===== config.mk =====
export PLATFORM = sky130hd
export DESIGN_NAME = tone_source_arbiter
export DESIGN_NICKNAME = d
export VERILOG_FILES = /design/src/rtl/tone_source_arbiter.sv
export SDC_FILE = /design/constraint.sdc
export NUM_CORES = 1
export LEC_CHECK = 0
export ABC_AREA = 1
export CAP_MARGIN = 20
export CORE_MARGIN = 2
export CORE_UTILIZATION = 50
export CTS_CLUSTER_SIZE = 16
export DETAILED_ROUTE_END_ITERATION = 10
export PLACE_DENSITY_LB_ADDON = 0.3
export REMOVE_ABC_BUFFERS = 1
export SLEW_MARGIN = 5
export SYNTH_ARGS = -nofsm -noshare
export SYNTH_HDL_FRONTEND = slang
export SYNTH_SLANG_ARGS = --single-unit

===== constraint.sdc =====
create_clock -name clk -period 2.1 [get_ports clk]
set_clock_uncertainty 0.1 [all_clocks]
set_input_delay 0.42 -clock clk [delete_from_list [all_inputs] [get_ports clk]]
set_output_delay 0.42 -clock clk [all_outputs]
set_load 0.005 [all_outputs]

===== src/rtl/tone_source_arbiter.sv =====
// rtl/tone_source_arbiter.sv - Shares the buzzer tone generator between live keyboard play and a ROM melody sequencer
//
// Purpose:
//   Live keyboard play always wins the tone generator. When no key is held, a
//   melody sequencer walks a synchronous song ROM (one-cycle read latency).
//   For each ROM entry it plays the note for max(dur,1)*BEAT_CYCLES cycles and
//   then stays silent for GAP_CYCLES cycles. Octave code 11 marks the end of
//   the song. The tone request to the generator is registered (one-cycle
//   latency from the inputs and the state).
//
// Ports:
//   clk                 system clock (50 MHz)
//   rst_n               synchronous active-low reset
//   live_key_id[2:0]    scanner key id, 1..7 = C..B
//   live_key_pressed    scanner key-pressed flag
//   live_oct_up/down    debounced octave controls from the keyboard
//   play_start          one-cycle pulse, starts the song at address 0
//   play_stop           one-cycle pulse, aborts the song
//   rom_addr            song ROM address
//   rom_data[7:0]       ROM word {dur[7:5], octave code[4:3], note id[2:0]}
//   tone_key_id/active/oct_up/oct_down  registered request to the tone generator
//   playing             sequencer is in any state other than IDLE
//   song_done           one-cycle pulse on the natural end of the song
//
// Build option:
//   LIVE_ABORT_EN  defined: a rising edge of live_key_pressed while playing
//                  aborts the song like play_stop.
//                  undefined: a held live key freezes the sequencer, which
//                  resumes with the remaining duration when the key is released.

module tone_source_arbiter #(
  parameter int BEAT_CYCLES = 12500000,
  parameter int GAP_CYCLES  = 2500000,
  parameter int ADDR_W      = 6
) (
  input  logic              clk,
  input  logic              rst_n,
  input  logic [2:0]        live_key_id,
  input  logic              live_key_pressed,
  input  logic              live_oct_up,
  input  logic              live_oct_down,
  input  logic              play_start,
  input  logic              play_stop,
  output logic [ADDR_W-1:0] rom_addr,
  input  logic [7:0]        rom_data,
  output logic [2:0]        tone_key_id,
  output logic              tone_active,
  output logic              tone_oct_up,
  output logic              tone_oct_down,
  output logic              playing,
  output logic              song_done
);

  // A parameter of 1 would give a zero-width counter; keep at least one bit.
  localparam int BEAT_W = (BEAT_CYCLES > 1) ? $clog2(BEAT_CYCLES) : 1;
  localparam int GAP_W  = (GAP_CYCLES > 1) ? $clog2(GAP_CYCLES) : 1;
  localparam logic [BEAT_W-1:0] BEAT_LAST = BEAT_W'(BEAT_CYCLES - 1);
  localparam logic [GAP_W-1:0]  GAP_LAST  = GAP_W'(GAP_CYCLES - 1);
  localparam logic [ADDR_W-1:0] ADDR_LAST = {ADDR_W{1'b1}};

  typedef enum logic [2:0] {
    S_IDLE,
    S_FETCH,
    S_LOAD,
    S_NOTE,
    S_GAP,
    S_DONE
  } state_t;

  state_t              state_q, state_d;
  logic [ADDR_W-1:0]   addr_q, addr_d;
  logic [2:0]          note_q, note_d;
  logic [1:0]          oct_q, oct_d;
  logic [2:0]          dur_q, dur_d;
  logic [BEAT_W-1:0]   beat_q, beat_d;
  logic [2:0]          unit_q, unit_d;
  logic [GAP_W-1:0]    gap_q, gap_d;
  logic [2:0]          tone_key_d;
  logic                tone_active_d;
  logic                tone_up_d;
  logic                tone_dn_d;
  logic                stop_req;
  logic                hold;
  logic [2:0]          unit_last;

`ifdef LIVE_ABORT_EN
  logic live_prev_q;

  // A fresh key press ends the song; a key already held when the song starts
  // only overrides the output and does not abort.
  assign stop_req = play_stop | (live_key_pressed & ~live_prev_q);
  assign hold     = 1'b0;
`else
  assign stop_req = play_stop;
  assign hold     = live_key_pressed && (state_q != S_IDLE) && (state_q != S_DONE);
`endif

  // Duration 0 plays as one unit.
  assign unit_last = (dur_q == 3'd0) ? 3'd0 : dur_q - 3'd1;

  always_comb begin
    state_d = state_q;
    addr_d  = addr_q;
    note_d  = note_q;
    oct_d   = oct_q;
    dur_d   = dur_q;
    beat_d  = beat_q;
    unit_d  = unit_q;
    gap_d   = gap_q;

    if ((state_q != S_IDLE) && stop_req) begin
      state_d = S_IDLE;
    end else if (!hold) begin
      case (state_q)
        S_IDLE: begin
          if (play_start && !play_stop) begin
            state_d = S_FETCH;
            addr_d  = '0;
          end
        end
        S_FETCH: state_d = S_LOAD;
        S_LOAD: begin
          note_d = rom_data[2:0];
          oct_d  = rom_data[4:3];
          dur_d  = rom_data[7:5];
          if (rom_data[4:3] == 2'b11) begin
            state_d = S_DONE;
          end else begin
            state_d = S_NOTE;
            beat_d  = '0;
            unit_d  = '0;
          end
        end
        S_NOTE: begin
          if (beat_q == BEAT_LAST) begin
            beat_d = '0;
            if (unit_q == unit_last) begin
              state_d = S_GAP;
              gap_d   = '0;
            end else begin
              unit_d = unit_q + 3'd1;
            end
          end else begin
            beat_d = beat_q + 1'b1;
          end
        end
        S_GAP: begin
          if (gap_q == GAP_LAST) begin
            if (addr_q == ADDR_LAST) begin
              state_d = S_DONE;
            end else begin
              addr_d  = addr_q + 1'b1;
              state_d = S_FETCH;
            end
          end else begin
            gap_d = gap_q + 1'b1;
          end
        end
        S_DONE:  state_d = S_IDLE;
        default: state_d = S_IDLE;
      endcase
    end
  end

  // Output mux. The sequencer's note is muted in the cycle a stop is taken so
  // the tone drops together with playing.
  always_comb begin
    tone_key_d    = 3'd0;
    tone_active_d = 1'b0;
    tone_up_d     = 1'b0;
    tone_dn_d     = 1'b0;
    if (live_key_pressed) begin
      tone_key_d    = live_key_id;
      tone_active_d = 1'b1;
      tone_up_d     = live_oct_up;
      tone_dn_d     = live_oct_down;
    end else if ((state_q == S_NOTE) && (note_q != 3'd0) && !stop_req) begin
      tone_key_d    = note_q;
      tone_active_d = 1'b1;
      tone_up_d     = (oct_q == 2'b01);
      tone_dn_d     = (oct_q == 2'b10);
    end
  end

  always_ff @(posedge clk) begin
    if (!rst_n) begin
      state_q       <= S_IDLE;
      addr_q        <= '0;
      note_q        <= '0;
      oct_q         <= '0;
      dur_q         <= '0;
      beat_q        <= '0;
      unit_q        <= '0;
      gap_q         <= '0;
      tone_key_id   <= '0;
      tone_active   <= 1'b0;
      tone_oct_up   <= 1'b0;
      tone_oct_down <= 1'b0;
    end else begin
      state_q       <= state_d;
      addr_q        <= addr_d;
      note_q        <= note_d;
      oct_q         <= oct_d;
      dur_q         <= dur_d;
      beat_q        <= beat_d;
      unit_q        <= unit_d;
      gap_q         <= gap_d;
      tone_key_id   <= tone_key_d;
      tone_active   <= tone_active_d;
      tone_oct_up   <= tone_up_d;
      tone_oct_down <= tone_dn_d;
    end
  end

`ifdef LIVE_ABORT_EN
  always_ff @(posedge clk) begin
    if (!rst_n) begin
      live_prev_q <= 1'b0;
    end else begin
      live_prev_q <= live_key_pressed;
    end
  end
`endif

  assign rom_addr  = addr_q;
  assign playing   = (state_q != S_IDLE);
  assign song_done = (state_q == S_DONE);

endmodule


==> results of run 1 <==
## area by class of cell
cell class,count,area (µm²)
Sequential cell,72,1450
Clock buffer,15,206
Inverter,72,270
Fill cell,730,3180
Multi-Input combinational cell,504,2530
Tap cell,105,131
Clock inverter,1,30.0
Timing Repair Buffer,47,505
## worst min-delay path, delay by kind of cell, from the launching register on
kind            cells  cell delay (ns)
compound gates      1             0.05
flops               1             0.32
buf+inv             1             0.06
## power breakdown
| group | internal [mW] | switching (mW) | total [mW] |
|---|---|---|---|
| sequential | 1.52 | 0.176 | 1.70 |
| combinational | 0.803 | 1.35 | 2.16 |
| clock | 0.745 | 0.515 | 1.26 |
| total | 3.07 | 2.04 | 5.11 |
## routing by layer
layer / vias to the layer above / wire (µm)
li1: 2238 / -
met1: 1979 / 4710
met2: 128 / 4870
met3: 24 / 560
met4: 0 / 299
met5: - / 0
## Yosys cell counts, types with 3 or more instances
master | number | area [µm²]
inv_2 | 5 | 18.8
xor2_1 | 15 | 131
nor2_2 | 3 | 18.8
o21ai_0 | 23 | 115
nand2_1 | 143 | 537
a21oi_1 | 49 | 245
clkbuf_1 | 5 | 18.8
nand3_1 | 62 | 310
o21bai_1 | 13 | 97.6
nand2_4 | 4 | 45.0
nand2_2 | 11 | 68.8
ha_1 | 6 | 75.1
buf_2 | 8 | 40.0
dfxtp_1 | 72 | 1440
inv_1 | 66 | 248
nand4_1 | 17 | 106
nor2_4 | 4 | 45.0
buf_6 | 3 | 33.8
nor2_1 | 114 | 428
nor3_1 | 20 | 100
## what timing repair did
| item | 4_1_cts | 5_1_grt |
|---|---|---|
| endpoints found under the setup margin | 1 | 28 |
| hold endpoints to repair | 0 | 0 |
| pin swaps | 0 | 1 |
| buffers inserted | 0 | 0 |
| resized for setup | 1 | 11 |
| gates cloned | 0 | 1 |
## cell families after synthesis
logic type | count (synthesis) | synth area share
flops | 72 | 0.334
simple gates | 387 | 0.403
fa+ha+maj | 6 | 0.0174
buf+inv | 91 | 0.0883
compound gates | 94 | 0.125
xor+xnor | 16 | 0.0324
## registers in the layout, indices dropped and copies added, names as in the netlist
| register | cells |
|---|---|
| dur_q | 3 |
| beat_q | 24 |
| oct_q | 2 |
| note_q | 3 |
| tone_oct_down | 1 |
| state_q | 3 |
| tone_key_id | 3 |
| gap_q | 22 |
| tone_oct_up | 1 |
| unit_q | 3 |
| tone_active | 1 |
| rom_addr | 6 |
## how the worst max path moves through the flow
stage / from / endpoint / slack (ns)
4_1_cts: state_q[1]$_SDFFE_PP0P_ / song_done / 0.003
5_1_grt: dur_q[0]$_SDFFE_PN0P_ / gap_q[7]$_SDFFE_PN0P_ / -0.009
3_3_place_gp: rom_data[4] / beat_q[7]$_SDFFE_PN0P_ / 0.06
3_5_place_dp: rom_data[4] / beat_q[7]$_SDFFE_PN0P_ / -0.007
2_1_floorplan: state_q[1]$_SDFFE_PP0P_ / rom_addr[1]$_SDFFE_PN0P_ / -0.007
6_report: state_q[1]$_SDFFE_PP0P_ / song_done / 0.1
==> impl_metrics.tcl, run 1 <==
set metrics [dict create \
    syn_area_mm2 0.00432 \
    stdcell_count 816 \
    top_usage_layer "met2" \
    fin_crit_sh 0.952 \
    hold_class "register to register" \
    slew_viol_final 0 \
    routed_via_density 5.35 \
    rrSetupSlack_ns 0.12 \
    hold_viol 0 \
    grt_use_met3 0.0434 \
    port_buffers 31 \
    critPathMaxStageDelay_ns 0.50 \
    routedWlPerCell_um 12.8 \
    ys.flop_type "dfxtp_1" \
    drc 0 \
    cts_tree "done" \
    postCtsHoldBufs 0 \
    r2r.worst_path.cells 11 \
    hp-start "oct_q[1]$_SDFFE_PN0P_" \
    required_ns 1.58 \
    finalPower_mw 5.11 \
    holdPathStages 2 \
    setup_ws_ns 0.0999 \
    arrival_ns 1.48 \
    synth.distinct_cells 38 \
    cts_max_level 3 \
    netlist_instances 666 \
    clock-root-buffer "clkbuf_8" \
    place_area_mm2 0.00485 \
    cp_common_cell "inv_1" \
    holdWs_ns 0.377 \
    drv_cap 0 \
    fmax_ghz 0.500 \
    vias 4369 \
    cp-start-kind "register" \
    path_clk_slew_ns 0.08 \
    period_needed_ns 2.00 \
    slowest_stage "clkdlybuf4s50_1" \
    grt_usage 0.228 \
    avgSynthCellArea_um2 6.49 \
    status "finished, final reports clean" \
    die_y_um 97.0 \
    slew_headroom 0.711 \
    placed_cells 799 \
    routabilityCongestion 0.892 \
    start_util 0.521 \
    fin_area_mm2 0.00512 \
    dr.pass1.iters 5 \
    wirelength_um 10400 \
    fin_tns_setup_ns 0 \
    core_area_mm2 0.00830 \
    cp_num_cells 4 \
    clk_latency_ns 0.35 \
    diodes 0 \
    final_cell_mix "nand2_1 (142), nor2_1 (110), dfxtp_1 (68)" \
    path_class "register to output port" \
    endpoint_kind "output port" \
    area_delta_synth_final_pct 18.5 \
    path_cells "inv_1, nand3_1, inv_1, clkdlybuf4s50_1" \
    grt_max_degree 20 \
    die_area_mm2 0.00940 \
    grt_pass1_vias 4164 \
    io_pins 32 \
    ys_ff_latch 72 \
    ant_nets 0 \
    cts_max_path_buffers 2 \
    r2r_start "dur_q[0]$_SDFFE_PN0P_" \
    leakage_nw 1.91 \
    ys_warn_count 0 \
    overflow 0 \
    post-route-util 0.617 \
    vdd_drop_max_mv 0.767 \
    grt_use_met1 0.287 \
    post-place-ws_ns -0.00748 \
    final_net_count 730 \
    cts_made_buffers 9 \
    dp_hpwl_um 7740 \
    rows 33 \
    min_to "oct_q[1]$_SDFFE_PN0P_" \
    grtUsageMet2 0.380 \
    r2r-end "gap_q[12]$_SDFFE_PN0P_" \
    antenna_found_initial 0 \
    die_w_um 97.0 \
    clock_sinks 72 \
    finalSetupViolCount 0 \
    drtIter0Drc 265 \
    p_per_area_mw_per_mm2 998 \
    ys_seq_area_frac 0.334 \
    tightest_slew_ns 0.433 \
    grt_pass1_wl_um 18200 \
    drive_above_1_share 0.110 \
    synth-edff-count 0 \
    cp_max_fo 5 \
    final_common_cell "nand2_1" \
    critical_path_buf_inv_count 3 \
    async_flop_share 0 \
    cp_top_family "buffers and inverters" \
]
No activity file was read; power rests on OpenSTA's default activity.
==> run 2: changes to the inputs <==
--- a/config.mk
+++ b/config.mk
@@ -6,7 +6,6 @@
 export NUM_CORES = 1
 export LEC_CHECK = 0
 export ABC_AREA = 1
-export CAP_MARGIN = 20
 export CORE_MARGIN = 2
 export CORE_UTILIZATION = 50
 export CTS_CLUSTER_SIZE = 16
==> results of run 2 <==
No change in the layout: final DEF, timing and power equal those of run 1.
==> run 3: changes to the inputs <==
--- a/config.mk
+++ b/config.mk
@@ -10,6 +10,7 @@
 export CORE_UTILIZATION = 50
 export CTS_CLUSTER_SIZE = 16
 export DETAILED_ROUTE_END_ITERATION = 10
+export DONT_BUFFER_PORTS = 1
 export PLACE_DENSITY_LB_ADDON = 0.3
 export REMOVE_ABC_BUFFERS = 1
 export SLEW_MARGIN = 5
==> run 3 against run 2 <==
Net effect: highest routed layer unchanged; critical endpoint is now gap_q[18]$_SDFFE_PN0P_; largest power group unchanged; sequential cell count is the same; first-iteration DRC count decreased by 11%; routed wire length shrank 2.5%; power down 4.2%; clock power decreased by 8%.
==> impl_metrics.tcl, run 3 (same netlist as run 1, synthesis figures left out) <==
set metrics [dict create \
    cp_num_cells 12 \
    top_register "beat_q" \
    grt_use_met1 0.288 \
    die_w_um 97.0 \
    drtIter0Drc 237 \
    period_needed_ns 1.99 \
    ant_nets 0 \
    cts_tree "done" \
    area_delta_synth_final_pct 10.0 \
    grt_pass1_vias 4066 \
    clk_latency_ns 0.35 \
    rrSetupSlack_ns 0.11 \
    overflow 0 \
    grt_use_met3 0.0455 \
    slew_headroom 0.744 \
    hold_viol 0 \
    drv_cap 0 \
    final_net_count 699 \
    io_pins 32 \
    port_buffers 0 \
    fillCellCount 781 \
    r2r.worst_path.cells 12 \
    fmax_ghz 0.503 \
    antenna_found_initial 0 \
    setup_ws_ns 0.112 \
    cts_max_path_buffers 2 \
    core_area_mm2 0.00830 \
    dp_hpwl_um 7330 \
    routed_via_density 5.42 \
    final_cell_mix "nand2_1 (142), nor2_1 (110), dfxtp_1 (68)" \
    drc 0 \
    slew_viol_final 0 \
    p_per_area_mw_per_mm2 1030 \
    placed_cells 765 \
    hold_class "input pin to register" \
    grt_pass1_wl_um 17800 \
    fin_tns_setup_ns 0 \
    place_area_mm2 0.00446 \
    required_ns 2.25 \
    holdWs_ns 0.0866 \
    status "finished, final reports clean" \
    holdPathStages 2 \
    slowest_stage "dfxtp_1" \
    rows 33 \
    drive_above_1_share 0.112 \
    clock_sinks 72 \
    fin_crit_sh 0.947 \
    stdcell_count 785 \
    vdd_drop_max_mv 0.952 \
    cp_top_family "simple AND/OR/NAND/NOR gates" \
    diodes 0 \
    cp-start-kind "register" \
    finalSetupViolCount 0 \
    tightest_slew_ns 0.382 \
    die_area_mm2 0.00940 \
    leakage_nw 1.76 \
    cts_max_level 3 \
    start_util 0.521 \
    grtUsageMet2 0.374 \
    path_class "register to register" \
    final_common_cell "nand2_1" \
    path_cells "nor2_2, inv_1, ha_1, xor2_1, nor2_1, nand3_1, nand2_2, nand2_8, nor2_4, nand2_1, nand2_1, nor2_1" \
    finalPower_mw 4.90 \
    vias 4257 \
    grt_usage 0.222 \
    largest_reg_flops 24 \
    routabilityCongestion 0.944 \
    path_clk_slew_ns 0.08 \
    wirelength_um 10200 \
    grt_max_degree 22 \
    clock-root-buffer "clkbuf_8" \
    top_usage_layer "met2" \
    dr.pass1.iters 5 \
    endpoint_kind "register" \
    post-place-ws_ns 0.00619 \
    critPathMaxStageDelay_ns 0.33 \
    post-route-util 0.573 \
    fin_area_mm2 0.00475 \
    routedWlPerCell_um 13.0 \
    cts_made_buffers 9 \
    arrival_ns 2.14 \
    critical_path_buf_inv_count 1 \
    cp_max_fo 17 \
    die_y_um 97.0 \
]
run 3: changes by cell type in the layout (fill, tap and decap cells not counted), moves of 2 or more:
cell and delta:
buf_4 +4, clkbuf_8 -4, clkdlybuf4s50_1 -31, buf_12 -4, nand2_8 +2
run 3: worst register-to-register path: cells and delay by family, from the launching register on:
| family | cells | cell delay, ns |
|---|---|---|
| flip-flops | 1 | 0.33 |
| AND/OR/NAND/NOR | 9 | 1.08 |
| buffers and inverters | 1 | 0.06 |
| XOR/XNOR | 1 | 0.14 |
| adder cells (fa/ha/maj) | 1 | 0.18 |
run 3: final cells by class:
class / instances / area, µm² / area share
repair buffers: 16 / 145 / 0.0305
well taps: 105 / 131 / 0.0276
clock inverters: 4 / 51.3 / 0.0108
multi-input cells: 504 / 2550 / 0.537
flip-flops and latches: 72 / 1450 / 0.304
clock buffers: 12 / 155 / 0.0326
inverters: 72 / 270 / 0.0568
run 3: path summary, 6_finish.rpt:
| check | start | endpoint |
|---|---|---|
| worst max register to register | dur_q[1]$_SDFFE_PN0P_ | gap_q[18]$_SDFFE_PN0P_ |
| worst min register to register | beat_q[0]$_SDFFE_PN0P_ | beat_q[0]$_SDFFE_PN0P_ |
| worst min-delay path | rst_n | gap_q[20]$_SDFFE_PN0P_ |
| worst max-delay path | dur_q[1]$_SDFFE_PN0P_ | gap_q[18]$_SDFFE_PN0P_ |
run 3: metal layers:
layer | share of wire | routed length [µm]
met4 | 0.0097 | 99
met1 | 0.47 | 4830
met3 | 0.048 | 492
met2 | 0.47 | 4760
met5 | 0 | 0
run 3: timing repair:
item                       in CTS  in global routing
setup endpoints to repair       2                 23
setup buffers                   0                  3
gates cloned                    0                  1
hold endpoints to repair        0                  0
resized for setup               0                 15
pin swaps                       1                  6
hold buffers                    0                  0
run 3: power by group:
part	switching (mW)	internal, mW
logic	1.37	0.681
registers	0.171	1.52
clock network	0.545	0.617
